File: src/rtl/cpu_pkg.sv
// Shared definitions for the fetch stage: FSM states, special instruction
// words and the fetch-address legality check.
package cpu_pkg;

  typedef enum logic [1:0] {
    ST_IDLE  = 2'd0,
    ST_RUN   = 2'd1,
    ST_HALT  = 2'd2,
    ST_FAULT = 2'd3
  } fetch_state_t;

  // Program-end sentinel; never presented to the CPU as a live instruction.
  localparam logic [31:0] HALT_WORD = 32'hFFFF_FFFF;
  // Instruction shown while the stage is not delivering live words.
  localparam logic [31:0] NOP_WORD  = 32'h0000_0000;
  // Byte distance between consecutive instruction words.
  localparam logic [31:0] PC_STEP   = 32'd4;

  // A fetch address is legal when word-aligned and inside the store.
  // No wrap-around: stepping past the last word lands outside the store.
  function automatic logic fetch_addr_ok(input logic [31:0] addr,
                                         input int unsigned depth);
    return (addr[1:0] == 2'b00) && (addr < 32'(depth * 4));
  endfunction

endpackage

File: src/rtl/imem_array.sv
// Word-addressed instruction store: synchronous write, combinational read.
// The fetch stage registers the read data, so the read port stays async.
module imem_array #(
  parameter int DEPTH  = 64,
  parameter int ADDR_W = $clog2(DEPTH)
) (
  input  logic              clock,
  input  logic              we,
  input  logic [ADDR_W-1:0] waddr,
  input  logic [31:0]       wdata,
  input  logic [ADDR_W-1:0] raddr,
  output logic [31:0]       rdata
);

  // Contents are deliberately not reset so a loaded program survives reset.
  logic [31:0] mem [DEPTH];

  // Program-load write port.
  always_ff @(posedge clock) begin
    if (we) begin
      mem[waddr] <= wdata;
    end
  end

  assign rdata = mem[raddr];

endmodule

File: src/rtl/instr_fetch.sv
// Instruction fetch stage feeding the single-cycle CPU. Holds the fetch FSM,
// the fetch-address legality check and the registered outputs; the program
// is loaded into the internal store while idle.
module instr_fetch
  import cpu_pkg::*;
#(
  parameter int          DEPTH    = 64,
  parameter logic [31:0] RESET_PC = 32'h0000_0000
) (
  input  logic                     clock,
  input  logic                     reset,
  input  logic                     start,
  input  logic                     stall,
  input  logic                     redirect,
  input  logic [31:0]              redirect_pc,
  input  logic                     load_en,
  input  logic [$clog2(DEPTH)-1:0] load_addr,
  input  logic [31:0]              load_data,
  output logic [31:0]              i_datain,
  output logic [31:0]              pc,
  output logic                     i_valid,
  output logic                     halted,
  output logic                     fault
);

  localparam int ADDR_W = $clog2(DEPTH);

  fetch_state_t state_reg, state_next;

  logic [31:0] pc_reg, pc_next;
  logic [31:0] data_reg, data_next;
  logic        valid_reg, valid_next;
  logic        halted_reg, halted_next;
  logic        fault_reg, fault_next;

  logic              fetch_en;
  logic [31:0]       fetch_addr;
  logic              addr_ok;
  logic              mem_we;
  logic [ADDR_W-1:0] word_idx;
  logic [31:0]       rd_data;

  // Loads are only accepted while idle; elsewhere the store is read-only.
  assign mem_we   = (state_reg == ST_IDLE) && load_en;
  assign word_idx = fetch_addr[ADDR_W+1:2];
  assign addr_ok  = fetch_addr_ok(fetch_addr, DEPTH);

  imem_array #(
    .DEPTH (DEPTH),
    .ADDR_W(ADDR_W)
  ) u_imem (
    .clock(clock),
    .we   (mem_we),
    .waddr(load_addr),
    .wdata(load_data),
    .raddr(word_idx),
    .rdata(rd_data)
  );

  // Decide whether a fetch happens this cycle and from where.
  // Priority in RUN: redirect > stall > sequential.
  always_comb begin
    fetch_en   = 1'b0;
    fetch_addr = pc_reg + PC_STEP;
    unique case (state_reg)
      ST_IDLE: begin
        // start is ignored in a cycle that also loads a word
        if (start && !load_en) begin
          fetch_en   = 1'b1;
          fetch_addr = RESET_PC;
        end
      end
      ST_RUN: begin
        if (redirect) begin
          fetch_en   = 1'b1;
          fetch_addr = redirect_pc;
        end else if (!stall) begin
          fetch_en   = 1'b1;
        end
      end
      default: begin
        fetch_en = 1'b0;
      end
    endcase
  end

  // State register.
  always_ff @(posedge clock or posedge reset) begin
    if (reset) begin
      state_reg <= ST_IDLE;
    end else begin
      state_reg <= state_next;
    end
  end

  // Next-state logic: a fetch ends in FAULT, HALT or RUN; HALT and FAULT
  // never fetch, so they are terminal until reset.
  always_comb begin
    state_next = state_reg;
    if (fetch_en) begin
      if (!addr_ok) begin
        state_next = ST_FAULT;
      end else if (rd_data == HALT_WORD) begin
        state_next = ST_HALT;
      end else begin
        state_next = ST_RUN;
      end
    end
  end

  // Output next-values: hold unless a fetch happens; HALT and FAULT show
  // the offending/sentinel address with a NOP and no valid.
  always_comb begin
    pc_next     = pc_reg;
    data_next   = data_reg;
    valid_next  = valid_reg;
    halted_next = halted_reg;
    fault_next  = fault_reg;
    if (fetch_en) begin
      pc_next = fetch_addr;
      if (!addr_ok) begin
        data_next  = NOP_WORD;
        valid_next = 1'b0;
        fault_next = 1'b1;
      end else if (rd_data == HALT_WORD) begin
        data_next   = NOP_WORD;
        valid_next  = 1'b0;
        halted_next = 1'b1;
      end else begin
        data_next  = rd_data;
        valid_next = 1'b1;
      end
    end
  end

  // Output registers; reset clears them asynchronously, sticky flags included.
  always_ff @(posedge clock or posedge reset) begin
    if (reset) begin
      pc_reg     <= RESET_PC;
      data_reg   <= NOP_WORD;
      valid_reg  <= 1'b0;
      halted_reg <= 1'b0;
      fault_reg  <= 1'b0;
    end else begin
      pc_reg     <= pc_next;
      data_reg   <= data_next;
      valid_reg  <= valid_next;
      halted_reg <= halted_next;
      fault_reg  <= fault_next;
    end
  end

  assign pc       = pc_reg;
  assign i_datain = data_reg;
  assign i_valid  = valid_reg;
  assign halted   = halted_reg;
  assign fault    = fault_reg;

endmodule

File: config.mk
export PLATFORM = sky130hd
export DESIGN_NAME = instr_fetch
export DESIGN_NICKNAME = d
export VERILOG_FILES = /design/src/rtl/cpu_pkg.sv /design/src/rtl/imem_array.sv /design/src/rtl/instr_fetch.sv
export SDC_FILE = /design/constraint.sdc
export NUM_CORES = 2
export LEC_CHECK = 0
export CAP_MARGIN = 20
export CORE_MARGIN = 4
export CORE_UTILIZATION = 40
export DETAILED_ROUTE_END_ITERATION = 10
export GPL_TIMING_DRIVEN = 0
export PLACE_DENSITY = 0.53
export SYNTH_ARGS = -nofsm -noshare
export SYNTH_HDL_FRONTEND = slang
export SYNTH_HIERARCHICAL = 1
export SYNTH_SLANG_ARGS = --single-unit
export TNS_END_PERCENT = 1
File: constraint.sdc
create_clock -name clock -period 6.1 [get_ports clock]
set_input_delay 1.22 -clock clock [delete_from_list [all_inputs] [get_ports clock]]
set_output_delay 1.22 -clock clock [all_outputs]
set_load 0.005 [all_outputs]
==> flow_summary.ini <==
[outcome]
outcome = completed

[place]
hpwl_mm = 189
port-buffer-count = 137
gp_congestion = 0.900
placed_area_um2 = 90600

[pwr]
ir_drop_uv = 336
clkPwrFrac_pct = 26.2
power_frac_seq_pct = 32.6
finalPower_mw = 49.8
combPwrFrac_pct = 41.3
internal_power_mw = 31.4
leakage_nw = 30.9
p_per_area_nw_per_um2 = 507
switching_share_pct = 36.9
switchingPower_mw = 18.4

[global_routing]
antenna_found_initial = 24
grt_pass1_vias = 43100
grt_pass1_wl_mm = 373
overflow = 0
gr-usage-all-layers_pct = 26.1
grt_max_degree = 65

[synthesis]
synth_ff_type = edfxtp_1
synth_top_cell_area_share_pct = 74.9
async_reset_ff_share_pct = 3.26
avgSynthCellArea_um2 = 22.0
synthDistinctLibCells = 82
syn_area_um2 = 82100
synth-edff-count = 2048
synth_seq_cells = 2117
synthTopCellsByArea = edfxtp_1 (75%), mux4_2 (15%), dfrtp_1 (2.1%), mux2i_1 (1.2%), nor2_1 (0.79%)
seq_area_frac_synth_pct = 77.0
syn-instance-count = 3724
synth-warning-count = 6
syn_nets = 3801
yosys.area.top_type = edfxtp_1

[clock_network]
clk_pin_slew_ns = 0.06
clk_latency_ns = 0.89
cts_tree = done
cts_buffers = 217
postCtsHoldBufs = 0
htree_levels = 4
root_buffer = clkbuf_16
clock_sinks = 2117
clk_path_buf_depth = 3

[detailed_routing]
vias = 43700
totalWireLength_mm = 278
drt_iter0_drc = 6081
first_pass_iters = 5
via_per_inst = 6.12
route.detailed.drc = 0
wire_per_inst_um = 39.0
drtAntennaViolNets = 0

[sta]
fmax_mhz = 167
finClkSkew_ns = 0.0550
tns_ns = 0
tightestPinTransition_ns = 1.06
grt_setup_unrepaired = no
setup_viol = 0
slew_headroom_pct = 29.4
drv_slew = 0
whs_ns = 0.482
period_share_pct = 98.2
period_needed_ns = 5.99
hold_viol = 0

[layout]
fillCellCount = 16700
final_area_um2 = 98200
nets = 4329
syn_to_final_growth_pct = 19.6
fin_util_pct = 48.1
largest_register_ffs = 2048
final_layout_size_suffix_gt1_share_pct = 31.5

[worst_setup_path]
worstPathCellList = clkdlybuf4s50_1 -> and3b_2 -> buf_2 -> nor2_2 -> clkbuf_8 -> a22o_1 -> buf_4 -> buf_2 -> buf_1 -> buf_8 -> mux4_2 -> mux4_2 -> o22ai_1 -> nor2_1 -> nand4_1 -> nor4_4 -> nand2_2 -> inv_1 -> nor3_1 -> o21bai_1
crit_path_end_kind = flip-flop
max_stage_delay_ns = 0.53
slowest_stage = clkdlybuf4s50_1
critPathLaunchType = input pin
required_ns = 6.83
critPathMaxFanout = 10
worstPathArrival_ns = 6.72
crit_type = in2reg

[die]
die_x_um = 461
ios = 143
num_rows = 166
dieArea_um2 = 213000
die_h_um = 461
start_util_pct = 40.2
coreArea_um2 = 204000

[run]
maxCapViolations = 0

[min_path]
hp-class = reg2reg
[power groups by stage]
stage	Clock [mW]	Combinational, mW	Sequential, mW
floorplan	0	10.8	16.5
global placement	0	19.1	16.5
detailed placement	0	19.7	16.5
CTS	13.2	20.2	16.2
global route	13.9	21.1	16.2
finish	13.0	20.5	16.2
[worst max-delay path: cells and delay by family]
kind	cells	cell delay, ns
AO/OA/AOI/OAI	3	0.70
buffers and inverters	8	2.47
multiplexers	2	0.83
AND/OR/NAND/NOR	7	1.41
[cells by family (layout without fill, tap and decap cells)]
group           Yosys count  after routing  share of synthesized area (%)
compound gates          319            319                           2.66
xor+xnor                 14             14                          0.149
fa+ha+maj                 1              1                         0.0152
buf+inv                 221            937                           1.44
flops                  2117           2117                           77.0
mux                     646            646                           16.2
other cells               0              8                              0
simple gates            406            406                           2.56
[cell type report]
cell class	count	area, µm²	area share (%)
Buffer	208	1410	1.43
Clock inverter	130	1140	1.16
Multi-Input combinational cell	1386	18500	18.9
Antenna cell	8	20.0	0.0204
Clock buffer	277	5810	5.92
Inverter	7	28.8	0.0293
Timing Repair Buffer	315	4690	4.78
Tap cell	2688	3360	3.42
Sequential cell	2117	63200	64.4
[routing by layer]
metal / track usage [%] / vias up / wire, µm
met3: 5.73 / 527 / 25400
met2: 42.0 / 2337 / 133000
met1: 34.4 / 23800 / 105000
met5: 0 / - / 68
met4: 11.6 / 10 / 14000
li1: - / 17000 / -
[cell usage in the layout (no fill, tap or decap), types with 32 or more instances in the layout]
cell type,count
clkinv_2,40
clkdlybuf4s50_1,105
a21oi_1,66
clkbuf_16,221
mux2i_1,95
dfrtp_1,69
buf_12,115
nor2_4,66
edfxtp_1,2048
buf_6,37
nor2_1,81
o22ai_1,76
clkbuf_2,33
a32o_1,32
buf_4,47
clkbuf_1,87
nand2_1,65
buf_2,70
mux4_2,544
clkinv_1,55
[metrics by stage]
| step | instances | worst slack (ns) |
|---|---|---|
| finish | 7136 | 0.108 |
| global route | 7131 | 0.0518 |
| CTS | 7126 | -0.0799 |
| detailed placement | 6718 | -3.62 |
| global placement | 6549 | -4.19 |
| floorplan | 3724 | 0.683 |
[worst paths after layout]
kind / slack [ns] / endpoint / startpoint / cells past startpoint
max in group asynchronous: 4.80 / i_datain[11]$_DFFE_PP0P_ / reset / 3
min reg2reg: 0.48 / fault$_DFFE_PP0P_ / fault$_DFFE_PP0P_ / 1
min in group asynchronous: 0.64 / fault$_DFFE_PP0P_ / reset / 2
max: 0.11 / state_reg[1]$_DFFE_PP0P_ / redirect / 20
min: 0.48 / fault$_DFFE_PP0P_ / fault$_DFFE_PP0P_ / 1
max reg2reg: 0.41 / state_reg[1]$_DFFE_PP0P_ / state_reg[0]$_DFFE_PP0P_ / 20
[synth_stat cells, types with 21 or more instances]
cell type	n
a21oi_1	84
buf_4	25
o221ai_1	27
o22ai_1	86
buf_2	63
buf_1	21
mux2i_1	96
nand2_1	67
o21ai_0	25
dfrtp_1	69
mux4_2	544
clkbuf_1	83
nor2_1	172
a32o_1	32
nand4_1	21
edfxtp_1	2048
[repair_timing]
| action | in CTS | in global routing |
|---|---|---|
| pin swaps | 7 | 3 |
| endpoints found under the hold margin | 0 | 0 |
| endpoints found under the setup margin | 36 | 33 |
| setup buffers | 7 | 1 |
| resized for setup | 180 | 80 |
Power figures use the tool's default switching activity.
